## src/rtl/imem_loader.sv

```systemverilog
// Boot loader: packs a UART byte stream (SYNC, count_lo, count_hi, data) into
// 32-bit words, writes them to instruction memory and then releases the CPU.
module imem_loader #(
  parameter int unsigned ADDR_W  = 8,
  parameter logic [7:0]  SYNC    = 8'hA5,
  parameter int unsigned TIMEOUT = 1000000
) (
  input  logic              sysclk,
  input  logic              rstd,
  input  logic              rx_valid,
  input  logic [7:0]        rx_data,
  output logic              imem_we,
  output logic [ADDR_W-1:0] imem_addr,
  output logic [31:0]       imem_wdata,
  output logic              cpu_rstd,
  output logic              done,
  output logic              err,
  output logic [ADDR_W:0]   loaded_words
);

  localparam int unsigned   TW       = $clog2(TIMEOUT + 1);
  localparam logic [16:0]   MAX_N    = 17'(1 << ADDR_W);
  localparam logic [TW-1:0] TMO_LAST = TW'(TIMEOUT - 1);

  typedef enum logic [2:0] {IDLE, CNT_LO, CNT_HI, DATA, DONE} state_t;

  state_t            r_state, w_state_nxt;
  logic [7:0]        r_cnt_lo;
  logic [15:0]       r_count;
  logic [1:0]        r_idx;
  logic [23:0]       r_buf;
  logic [ADDR_W-1:0] r_widx;
  logic [TW-1:0]     r_tmo;
  logic              r_we;
  logic [ADDR_W-1:0] r_addr;
  logic [31:0]       r_wdata;
  logic              r_cpu_rstd;
  logic              r_done;
  logic              r_err;
  logic [ADDR_W:0]   r_words;

  logic [15:0] w_n;
  logic        w_sync;
  logic        w_n_big;
  logic        w_active;
  logic        w_tmo;
  logic        w_last_wr;
  logic        w_start;
  logic        w_take;
  logic        w_word_done;
  logic        w_err_set;
  logic        w_load_data;
  logic        w_nxt_active;

  assign w_n       = {rx_data, r_cnt_lo};
  assign w_sync    = rx_valid && (rx_data == SYNC);
  assign w_n_big   = {1'b0, w_n} > MAX_N;
  assign w_active  = (r_state == CNT_LO) || (r_state == CNT_HI) || (r_state == DATA);
  assign w_tmo     = w_active && !rx_valid && (r_tmo == TMO_LAST);
  // The final write is in flight when its count matches N; DONE follows it by one cycle.
  assign w_last_wr = r_we && (17'(r_words) == {1'b0, r_count});

  always_ff @(posedge sysclk) begin
    if (rstd) r_state <= IDLE;
    else      r_state <= w_state_nxt;
  end

  always_comb begin
    w_state_nxt = r_state;
    case (r_state)
      IDLE:   if (w_sync) w_state_nxt = CNT_LO;
      CNT_LO: begin
        if (rx_valid)   w_state_nxt = CNT_HI;
        else if (w_tmo) w_state_nxt = IDLE;
      end
      CNT_HI: begin
        if (rx_valid) begin
          if (w_n == '0)   w_state_nxt = DONE;
          else if (w_n_big) w_state_nxt = IDLE;
          else             w_state_nxt = DATA;
        end else if (w_tmo) begin
          w_state_nxt = IDLE;
        end
      end
      DATA: begin
        if (w_last_wr)  w_state_nxt = DONE;
        else if (w_tmo) w_state_nxt = IDLE;
      end
      DONE:   if (w_sync) w_state_nxt = CNT_LO;
      default: w_state_nxt = IDLE;
    endcase
  end

  always_comb begin
    w_start      = w_sync && ((r_state == IDLE) || (r_state == DONE));
    w_take       = (r_state == DATA) && rx_valid && !w_last_wr;
    w_word_done  = w_take && (r_idx == 2'd3);
    w_err_set    = ((r_state == CNT_HI) && rx_valid && w_n_big) || (w_tmo && !w_last_wr);
    w_load_data  = (r_state == CNT_HI) && (w_state_nxt == DATA);
    w_nxt_active = (w_state_nxt == CNT_LO) || (w_state_nxt == CNT_HI) || (w_state_nxt == DATA);
  end

  always_ff @(posedge sysclk) begin
    if (rstd) begin
      r_cnt_lo   <= '0;
      r_count    <= '0;
      r_idx      <= '0;
      r_buf      <= '0;
      r_widx     <= '0;
      r_tmo      <= '0;
      r_we       <= 1'b0;
      r_addr     <= '0;
      r_wdata    <= '0;
      r_cpu_rstd <= 1'b0;
      r_done     <= 1'b0;
      r_err      <= 1'b0;
      r_words    <= '0;
    end else begin
      r_we       <= w_word_done;
      r_done     <= (w_state_nxt == DONE);
      r_cpu_rstd <= (w_state_nxt == DONE);
      r_tmo      <= (!w_nxt_active || rx_valid) ? '0 : r_tmo + 1'b1;

      if (w_start) begin
        r_err   <= 1'b0;
        r_words <= '0;
      end else if (w_err_set) begin
        r_err <= 1'b1;
      end

      if ((r_state == CNT_LO) && rx_valid) r_cnt_lo <= rx_data;
      if ((r_state == CNT_HI) && rx_valid) r_count  <= w_n;

      if (w_load_data) begin
        r_idx  <= '0;
        r_widx <= '0;
        r_buf  <= '0;
      end else if (w_take) begin
        r_idx <= r_idx + 2'd1;
        case (r_idx)
          2'd0:    r_buf[7:0]   <= rx_data;
          2'd1:    r_buf[15:8]  <= rx_data;
          2'd2:    r_buf[23:16] <= rx_data;
          default: ;
        endcase
        if (w_word_done) begin
          r_wdata <= {rx_data, r_buf};
          r_addr  <= r_widx;
          r_widx  <= r_widx + 1'b1;
          r_words <= r_words + 1'b1;
        end
      end
    end
  end

  assign imem_we      = r_we;
  assign imem_addr    = r_addr;
  assign imem_wdata   = r_wdata;
  assign cpu_rstd     = r_cpu_rstd;
  assign done         = r_done;
  assign err          = r_err;
  assign loaded_words = r_words;

endmodule

```

## config.mk

```make
export PLATFORM = sky130hd
export DESIGN_NAME = imem_loader
export DESIGN_NICKNAME = d
export VERILOG_FILES = /design/src/rtl/imem_loader.sv
export SDC_FILE = /design/constraint.sdc
export NUM_CORES = 1
export LEC_CHECK = 0
export ABC_AREA = 1
export CAP_MARGIN = 30
export CORE_UTILIZATION = 50
export DETAILED_ROUTE_END_ITERATION = 8
export PLACE_DENSITY_LB_ADDON = 0.2
export SETUP_SLACK_MARGIN = 0.05
export SKIP_CTS_REPAIR_TIMING = 1
export SYNTH_ARGS = -nofsm -noshare
export SYNTH_HDL_FRONTEND = slang
export SYNTH_SLANG_ARGS = --single-unit
```

## constraint.sdc

```tcl
create_clock -name sysclk -period 4.75 [get_ports sysclk]
set_input_delay 0.7125 -clock sysclk [delete_from_list [all_inputs] [get_ports sysclk]]
set_output_delay 0.7125 -clock sysclk [all_outputs]
set_load 0.05 [all_outputs]
```

After elaboration in Yosys (flattened, before gate mapping)
Cells that the tools add are included.
{"block": "op_classes", "n_addsub": 4, "n_lt_le_gt_ge": 1, "eq_ne": 14, "muxes": 12, "bitwise": 1, "n_reduce_logical": 35}
{"operator": "$mux W9", "count": 4}
{"operator": "$add A20 B1 Y20 const B", "count": 1}
{"operator": "$eq A20 B20 Y1 const B", "count": 1}
{"operator": "$mux W3", "count": 6}
{"operator": "$eq A9 B16 Y1", "count": 1}
{"operator": "$gt A16 B9 Y1 const B", "count": 1}
{"operator": "$logic_not A16 Y1", "count": 1}
{"operator": "$logic_and A1 B1 Y1", "count": 13}
{"operator": "$eq A3 B2 Y1 const B", "count": 4}
{"operator": "$pmux W3 S4", "count": 1}
{"operator": "$add A9 B1 Y9 const B", "count": 1}
{"operator": "$add A8 B1 Y8 const B", "count": 1}
{"operator": "$eq A8 B8 Y1 const B", "count": 1}
{"operator": "$reduce_and A2 Y1", "count": 4}
{"operator": "$reduce_or A2 Y1", "count": 4}
{"operator": "$logic_or A1 B1 Y1", "count": 7}
{"operator": "$eq A3 B1 Y1 const B", "count": 2}
{"operator": "$eq A3 B3 Y1 const B", "count": 2}
{"operator": "$eq A2 B2 Y1 const B", "count": 2}
{"operator": "$logic_not A1 Y1", "count": 3}
{"operator": "$logic_not A3 Y1", "count": 1}
{"operator": "$reduce_and A3 Y1", "count": 1}
{"operator": "$add A2 B1 Y2 const B", "count": 1}
{"operator": "$eq A2 B1 Y1 const B", "count": 1}
{"operator": "3 further kinds", "count": 3}
{"block": "word_totals", "ff_bits": 133, "input_bits": 11}

Longest topological paths before layout
Gate-level depths: netlist of the first run.
{"block": "logic_depth", "ltp_word": 14, "mapped_depth": 15, "depth_no_buf": 14}

Worst setup path before layout of the first run
Ideal clock, no wire load.
{"block": "synth_path", "path_kind": "input -> register", "from": "input port rx_data[5]", "to": "register r_tmo[16]", "setup_ns": 0.116, "t_arrival_ns": 1.857, "setup_slack_ns": 2.777, "stages": 14, "path_buffers": 2, "path_cell_list": "buf_2 > nor2_1 > nand2_1 > nor2_1 > nand2_1 > nand2_1 > nand2_1 > nand2_1 > nand2_1 > a21oi_1 > nand2_1 > nand2_2 > buf_4 > nor2_1"}
{"block": "synth_between", "elab_chain_cells": 11, "word_cells_on_any_way": 17}
{"element": "start: declaration", "line": "11", "source": "input logic [7:0] rx_data,"}
{"element": "$gt A16 B9 Y1", "line": "57", "source": "assign w_n_big = {1'b0, w_n} > MAX_N;"}
{"element": "$mux W2", "line": "79", "source": "else if (w_n_big) w_state_nxt = IDLE;"}
{"element": "$mux W3", "line": "78", "source": "if (w_n == '0) w_state_nxt = DONE;"}
{"element": "$mux W3", "line": "77", "source": "if (rx_valid) begin"}
{"element": "$pmux W3 S4 *", "line": "70", "source": "case (r_state)"}
{"element": "$eq A3 B1 Y1 or $eq A3 B2 Y1 (tied branches)", "line": "100", "source": "w_nxt_active = (w_state_nxt == CNT_LO) || (w_state_nxt == CNT_HI) || (w_state_nxt == DATA);"}
{"element": "$logic_or A1 B1 Y1", "line": "100"}
{"element": "$logic_or A1 B1 Y1 *", "line": "100"}
{"element": "$logic_not A1 Y1 *", "line": "122", "source": "r_tmo <= (!w_nxt_active || rx_valid) ? '0 : r_tmo + 1'b1;"}
{"element": "$logic_or A1 B1 Y1 *", "line": "122"}
{"element": "$reduce_or A2 Y1 (no line) *"}
{"element": "end signal: assignment", "line": "122"}
{"element": "end: declaration", "line": "33", "source": "logic [TW-1:0] r_tmo;"}
Every way passes the cells marked *; elsewhere a longest branch is shown, timed or not.
A chain may end at the register's enable or synchronous reset.

Worst setup path in the final report of the first run
{"block": "layout_path", "from": "input port rstd", "to": "register r_tmo[5]"}
{"block": "layout_between", "elab_chain_cells": 1}
{"element": "start: declaration", "line": "9", "source": "input logic rstd,"}
{"element": "$reduce_or A2 Y1 (no line)"}
No other way between the ends.

==> results of run 1 <==
[report_power, final]
part           internal (mW)  leakage (nW)  switching [mW]
clock                  0.722         0.264           0.490
combinational         0.0142          1.37          0.0319
sequential              1.12          1.07       0.0000792
[critical path, cell delays in order]
cell and delay, ns:
clkdlybuf4s50_1 0.72, inv_1 0.72, buf_4 0.46, nand3_1 0.12, nor2_1 0.12, nand2_2 0.25
nor2_1 0.18
[layout make-up]
class / count / area (um2)
fill: 977 / 4066
sequential: 133 / 2663
multi-input combinational: 515 / 2505
timing repair buffer: 67 / 680.7
clock buffer: 21 / 449.2
inverter: 53 / 198.9
tap: 140 / 175.2
clock inverter: 11 / 102.6
[cell usage in the layout, fill, tap and decap left out]
| cell | netlist | final |
|---|---|---|
| nand4_1 | 5 | 5 |
| o21ai_0 | 60 | 60 |
| nor3_1 | 7 | 7 |
| clkbuf_1 | 15 | 2 |
| clkinvlp_4 | 0 | 3 |
| bufinv_16 | 0 | 1 |
| nand2_2 | 5 | 5 |
| clkinv_2 | 0 | 3 |
| buf_16 | 0 | 1 |
| a21oi_1 | 67 | 67 |
| clkbuf_8 | 0 | 3 |
| and2_0 | 1 | 1 |
| dfxtp_1 | 133 | 133 |
| clkdlybuf4s50_1 | 0 | 63 |
| nor2_2 | 4 | 4 |
| xor2_1 | 24 | 24 |
| inv_1 | 49 | 49 |
| clkinv_4 | 0 | 3 |
| nand3_2 | 1 | 1 |
| or2_0 | 1 | 1 |
| buf_4 | 5 | 3 |
| clkbuf_16 | 0 | 16 |
| xnor2_1 | 14 | 14 |
| inv_2 | 4 | 4 |
| ha_1 | 7 | 7 |
| nand3_1 | 51 | 51 |
| nor4_2 | 1 | 1 |
| nand2_1 | 111 | 111 |
| nor2_4 | 1 | 1 |
| o21ai_1 | 4 | 4 |
| a31oi_1 | 1 | 1 |
| inv_6 | 0 | 1 |
| nor4_1 | 1 | 1 |
| o211a_1 | 1 | 1 |
| nor2_1 | 146 | 146 |
| nand3b_1 | 1 | 1 |
| nor3_2 | 1 | 1 |
[stage by stage]
stage,cells,setup slack [ns],hold slack [ns]
global route,940,1.648,0.4640
finish,940,1.920,0.4525
detailed placement,908,1.395,0.4376
floorplan,740,2.777,0.4178
global placement,907,1.382,0.4284
CTS,940,1.959,0.4546
[routing by layer]
layer | vias up | global-route usage (%) | wire length (um)
met2 | 124 | 39.24 | 5967
met1 | 2276 | 29.98 | 6040
met5 | - | 0 | 0
met3 | 15 | 7.143 | 570
li1 | 2472 | - | -
met4 | 0 | 9.002 | 181
[state kept, by name, indices dropped and copies added (netlist names), 8 cells and up]
name,flops
r_widx,8
r_buf,24
r_count,16
imem_addr,8
loaded_words,9
imem_wdata,32
r_tmo,20
r_cnt_lo,8
[how the worst min path moves through the flow]
stage | depth (start not counted) | slack [ns] | end | startpoint
6_report | 2 | 0.45 | r_count[13] | r_count[13]
5_1_grt | 1 | 0.46 | r_tmo[0] | r_tmo[0]
4_1_cts | 2 | 0.45 | r_count[13] | r_count[13]
3_5_place_dp | 2 | 0.44 | r_count[13] | r_count[13]
3_3_place_gp | 1 | 0.43 | r_tmo[0] | r_tmo[0]
2_1_floorplan | 1 | 0.42 | r_tmo[0] | r_tmo[0]
[logic make-up (layout without fill, tap and decap cells)]
| group | Yosys count | after routing | share of synthesized area [%] |
|---|---|---|---|
| buffers and inverters | 92 | 152 | 7.357 |
| AND/OR/NAND/NOR | 337 | 337 | 25.33 |
| AO/OA/AOI/OAI | 133 | 133 | 12.05 |
| adder cells (fa/ha/maj) | 7 | 7 | 1.570 |
| flip-flops | 133 | 133 | 47.73 |
| XOR/XNOR | 38 | 38 | 5.967 |
==> flow_summary.toml, run 1 <==
[worst_setup_path]
crit_start = "rstd"
critPathMaxFanout = 41
critPathRequiredTime_ns = 5.21
critPathKind = "in2reg"
reg2reg_to = "loaded_words[3]"
r2r_start = "loaded_words[6]"
reg2reg_slack_ns = 2.34
crit_path_end_kind = "flip-flop"
cp.arrival_ns = 3.29
start_kind = "input port"
crit_path_end = "r_tmo[5]"
reg2reg_depth = 9

[place]
numPortBuffers = 63
place_area_um2 = 6222
hpwlAfterDp_mm = 8.427
place_congestion = 0.8385

[yosys]
synth_nets = 758
synth_common_cells = "nor2_1, dfxtp_1, nand2_1, a21oi_1, o21ai_0"
yosysWarnings = 0
synthArstFlopShare_pct = 0
synth_cell_type_count = 31
yosysTopAreaCell = "dfxtp_1"
yosysSeqAreaShare_pct = 47.73
ys.flop_type = "dfxtp_1"
synthCells = 740
avgSynthCellArea_um2 = 7.538
synth_seq_cells = 133
synth_top_area_share_pct = 47.73
synth_most_common_cell = "nor2_1"
synth_edf_count = 0
synth_area_leaders = "dfxtp_1, nor2_1, nand2_1, a21oi_1, o21ai_0"
syn-cell-area_um2 = 5578

[sta]
finalCriticalPeriod_ns = 2.830
finalSetupViolCount = 0
max_freq_mhz = 353.4
worst_slew_pin_slew_ns = 0.8683
finClkSkew_ns = 0.008763
relSlewSlack_pct = 42.03
report.final.slew_viol_count = 0
hold_violations = 0
finalSetupTns_ns = 0
period_share_pct = 59.58
rsz0062_at_grt = "false"

[clocking]
clk_pin_slew_ns = 0.06
clock-sinks = 133
clock-root-buffer = "clkbuf_8"
htreeDepth = 4
cts_buffers = 17
cts_buffer_depth = 2
cts_tree = "done"
insertion_delay_ns = 0.54

[cells_and_area]
final_nets = 805
diodes = 0
fin_util_pct = 62.49
final_area_um2 = 6774
drive_gt1_share_pct = 6.375
area_growth_pct = 21.44

[run_status]
status = "completed"

[power_and_ir_drop]
p_per_area_nw_per_um2 = 350.4
total_power_mw = 2.374
vdd_drop_max_v = 0.0002876
p_leak_nw = 2.709

[route]
wl_per_cell_um = 13.57
num_vias = 4887
drcViolationCount = 0
wl_mm = 12.76
vias_per_cell = 5.199
dr.first_iter.drc_count = 262
firstDrtPassIters = 4
ant_nets = 0

[job]
drv_cap = 0

[die]
dieWidth_um = 107.6
core_area_um2 = 10840
start_util_pct = 51.45
num_rows = 38
die-area_um2 = 11580
die_y_um = 107.6
num_io_pins = 64

[global_routing]
grt_pass1_wl_mm = 21.60
gr-total-overflow = 0
grt_antenna_before_repair = 0
grt_usage_pct = 24.10
grt_max_degree = 52
grt_pass1_vias = 4641

[worst_hold_path]
hold_class = "reg2reg"
Note: power is estimated with default switching activity, not from simulation.
==> run 2: changes to the inputs <==
Clock period 4.75 ns to 2.92 ns, I/O delays scaled along.
==> flow_summary.toml, run 2 (synthesis results as in run 1) <==
[cells_and_area]
layout_common_cells = "nor2_1, dfxtp_1, nand2_1"
final_area_um2 = 6834
final_common_cell = "nor2_1"
final_nets = 811
drive_gt1_share_pct = 7.072
area_growth_pct = 22.52
register_area_um2 = 2663
largest_reg_flops = 32
diodes = 0
fillers = 990
multi_input_area_um2 = 2505

[route]
dr.first_iter.drc_count = 339
vias_per_cell = 5.137
wl_per_cell_um = 13.44
firstDrtPassIters = 5
num_vias = 4860
ant_nets = 0
wl_mm = 12.71
drcViolationCount = 0

[worst_setup_path]
start_kind = "flip-flop"
crit_start = "loaded_words[6]"
crit_path_end_kind = "flip-flop"
critPathMaxFanout = 51
cp.arrival_ns = 2.75
reg2reg_slack_ns = 0.63
critPathKind = "reg2reg"
critPathRequiredTime_ns = 3.38
r2r_start = "loaded_words[6]"

[die]
num_rows = 38
start_util_pct = 51.45
core_area_um2 = 10840
dieWidth_um = 107.6
die-area_um2 = 11580
die_y_um = 107.6
num_io_pins = 64

[global_routing]
grt_antenna_before_repair = 0
grt_pass1_vias = 4644
grt_usage_pct = 24.14
grt_pass1_wl_mm = 21.68
grt_max_degree = 53
gr-total-overflow = 0

[place]
place_congestion = 0.7906
hpwlAfterDp_mm = 8.373
dp_slack_ns = 0.2694
place_area_um2 = 6260
numPortBuffers = 63

[sta]
finalSetupTns_ns = 0
finClkSkew_ns = 0.006701
period_share_pct = 78.40
rsz0062_at_grt = "false"
worst_slack_ns = 0.6307
max_freq_mhz = 436.8
hold_slack_ns = 0.4411
report.final.slew_viol_count = 0
worst_slew_pin_slew_ns = 0.8411
relSlewSlack_pct = 43.93
finalSetupViolCount = 0
hold_violations = 0
finalCriticalPeriod_ns = 2.289

[power_and_ir_drop]
p_per_area_nw_per_um2 = 579.0
p_leak_nw = 2.750
vdd_drop_max_v = 0.0003852

[clocking]
cts_buffer_depth = 2
htreeDepth = 4
clock-sinks = 133
insertion_delay_ns = 0.54
cts_tree = "done"
cts_buffers = 17
clock-root-buffer = "clkbuf_8"
clk_pin_slew_ns = 0.06

[job]
drv_cap = 0

[worst_hold_path]
hold_class = "reg2reg"
hold_start = "r_count[13]"

[run_status]
status = "completed"
run 2: critical path, cell delays in order, from the launching register on:
cell     delay, ns
dfxtp_1       0.41
xnor2_1       0.14
nand2_1       0.08
nor3_1        0.27
nand2_2       0.13
nand3_2       0.16
nor2_4        0.05
inv_2         0.59
nand3_1       0.17
a21oi_1       0.17
run 2: routing by layer:
| layer | GRT usage [%] | wire length (um) | vias up |
|---|---|---|---|
| li1 | - | - | 2483 |
| met1 | 30.48 | 5968 | 2216 |
| met2 | 39.19 | 5903 | 132 |
| met3 | 4.903 | 533 | 29 |
| met4 | 11.74 | 305 | 0 |
| met5 | 0 | 0 | - |
run 2: final cells by class:
type                    instances  share of cell area [%]
clock inverters                11                   1.831
clock buffers                  21                   6.573
multi-input cells             515                   36.65
well taps                     140                   2.563
inverters                      53                   2.911
flip-flops and latches        133                   38.96
repair buffers                 73                   10.51
run 2: power by group:
part | leakage (nW) | internal [mW] | total, mW | switching [mW]
clock | 0.279 | 1.26 | 2.07 | 0.803
combinational | 1.40 | 0.0247 | 0.0758 | 0.0511
sequential | 1.07 | 1.81 | 1.82 | 0.000129
total | 2.75 | 3.10 | 3.96 | 0.855
run 2: metrics by stage:
stage | util [%] | instances | power (mW)
after global routing | 63.04 | 946 | 4.068
after floorplan | - | 740 | 1.890
after CTS | 63.04 | 946 | 3.988
after detailed placement | 57.74 | 914 | 1.930
final | 63.04 | 946 | 3.957
after global placement | 57.74 | 914 | 1.930
run 2: final timing paths:
kind,endpoint,depth (start not counted)
worst min register to register,r_count[13],2
worst min-delay path,r_count[13],2
worst max register to register,loaded_words[2],9
worst max-delay path,loaded_words[2],9
==> run 3: changes to the inputs <==
Clock period 2.92 ns to 2.25 ns, I/O delays scaled along.
==> flow_summary.toml, run 3 (synthesis results as in run 1) <==
[worst_setup_path]
critPathMaxFanout = 5
r2r_start = "r_tmo[0]"
critPathKind = "reg2out"
cp.arrival_ns = 1.81
reg2reg_depth = 10
crit_path_end_kind = "output port"
critPathRequiredTime_ns = 1.91
reg2reg_to = "r_tmo[18]"
start_kind = "flip-flop"
critical_path.n_buffers_inverters = 1
slowest_stage = "clkdlybuf4s50_1"
reg2reg_slack_ns = 0.28
crit_chain = "clkdlybuf4s50_1"
slowest_delay_ns = 0.84
cp.depth = 1
cp_top_family = "buffers and inverters"

[global_routing]
grt_max_degree = 52
grt_antenna_before_repair = 0
gr-total-overflow = 0
grt_pass1_wl_mm = 22.18
grt_usage_pct = 24.40
grt_pass1_vias = 4725

[die]
start_util_pct = 51.45
die-area_um2 = 11580
num_rows = 38
num_io_pins = 64
dieWidth_um = 107.6
die_y_um = 107.6
core_area_um2 = 10840

[sta]
max_freq_mhz = 464.9
report.final.slew_viol_count = 0
rsz0062_at_grt = "false"
hold_slack_ns = 0.4511
period_share_pct = 95.59
finalSetupViolCount = 0
worst_slew_pin_slew_ns = 0.5206
finClkSkew_ns = 0.007052
worst_slack_ns = 0.09914
finalSetupTns_ns = 0
hold_violations = 0
finalCriticalPeriod_ns = 2.151
relSlewSlack_pct = 65.19

[worst_hold_path]
hold_depth = 1
hold_class = "reg2reg"
hold_start = "r_tmo[0]"
holdPathEnd = "r_tmo[0]"

[place]
hpwlAfterDp_mm = 8.709
numPortBuffers = 63
dp_slack_ns = -0.1704
place_congestion = 0.8672
post-place-cells = 940

[clocking]
cts_tree = "done"
clk_pin_slew_ns = 0.06
htreeDepth = 4
cts_buffer_depth = 2
insertion_delay_ns = 0.53
clock-root-buffer = "clkbuf_8"
clock-sinks = 133
cts_buffers = 17

[job]
drv_cap = 0

[route]
wl_per_cell_um = 13.52
wl_mm = 13.14
dr_wl_met2_mm = 6.183
drcViolationCount = 0
num_vias = 4961
firstDrtPassIters = 5
wl_met1_mm = 6.130
ant_nets = 0
dr.first_iter.drc_count = 284
vias_per_cell = 5.104
route.met3.wl_um = 647
top_layer = "met4"

[power_and_ir_drop]
p_switching_mw = 1.133
p_comb_share_pct = 2.2
pwr-share-seq_pct = 42.9
vdd_drop_max_v = 0.0006049
p_per_area_nw_per_um2 = 768.8
p_int_mw = 4.358
p_leak_nw = 3.014
p_clk_share_pct = 54.9
swShare_pct = 20.63

[cells_and_area]
final_common_cell = "nor2_1"
fin_cells = 972
layout_common_cells = "nor2_1, dfxtp_1, nand2_1"
fin_util_pct = 65.88
largest_reg_flops = 32
fillers = 889
final_nets = 837
area_growth_pct = 28.04
drive_gt1_share_pct = 10.22
diodes = 0

[run_status]
status = "completed"
[run 3: routing by layer]
layer  track usage (%)  vias up
met5                 0        -
met4             8.023        0
met3             5.811       18
li1                  -     2537
met1             32.04     2269
met2             39.29      137
[run 3: worst max path at each step]
stage / startpoint / to / slack (ns)
finish: loaded_words[3] / loaded_words[3] / 0.1
global route: loaded_words[3] / loaded_words[3] / 0.05
CTS: loaded_words[7] / r_widx[4] / -0.04
detailed placement: rx_data[7] / r_tmo[12] / -0.17
global placement: rx_data[7] / r_tmo[15] / -0.12
floorplan: loaded_words[6] / r_tmo[16] / 0.32
[run 3: power by group through the flow]
stage | registers (mW) | logic, mW | clock network (mW)
after floorplan | 2.41 | 0.0457 | 0
after global placement | 2.41 | 0.118 | 0
after detailed placement | 2.41 | 0.119 | 0
after CTS | 2.36 | 0.120 | 3.06
after global routing | 2.35 | 0.130 | 3.15
final | 2.36 | 0.122 | 3.01
[run 3: area by class of cell]
class	instances	area (um2)	area share, %
Sequential cell	133	2663	37.28
Clock inverter	14	224.0	3.136
Inverter	53	203.9	2.856
Timing Repair Buffer	99	938.4	13.14
Clock buffer	18	427.9	5.992
Multi-Input combinational cell	515	2510	35.14
Tap cell	140	175.2	2.453
[run 3: through the flow]
| step | instance area (um2) | power, mW |
|---|---|---|
| finish | 7142 | 5.491 |
| detailed placement | 6467 | 2.526 |
| global route | 7142 | 5.629 |
| global placement | 6467 | 2.525 |
| floorplan | 5578 | 2.453 |
| CTS | 7119 | 5.534 |
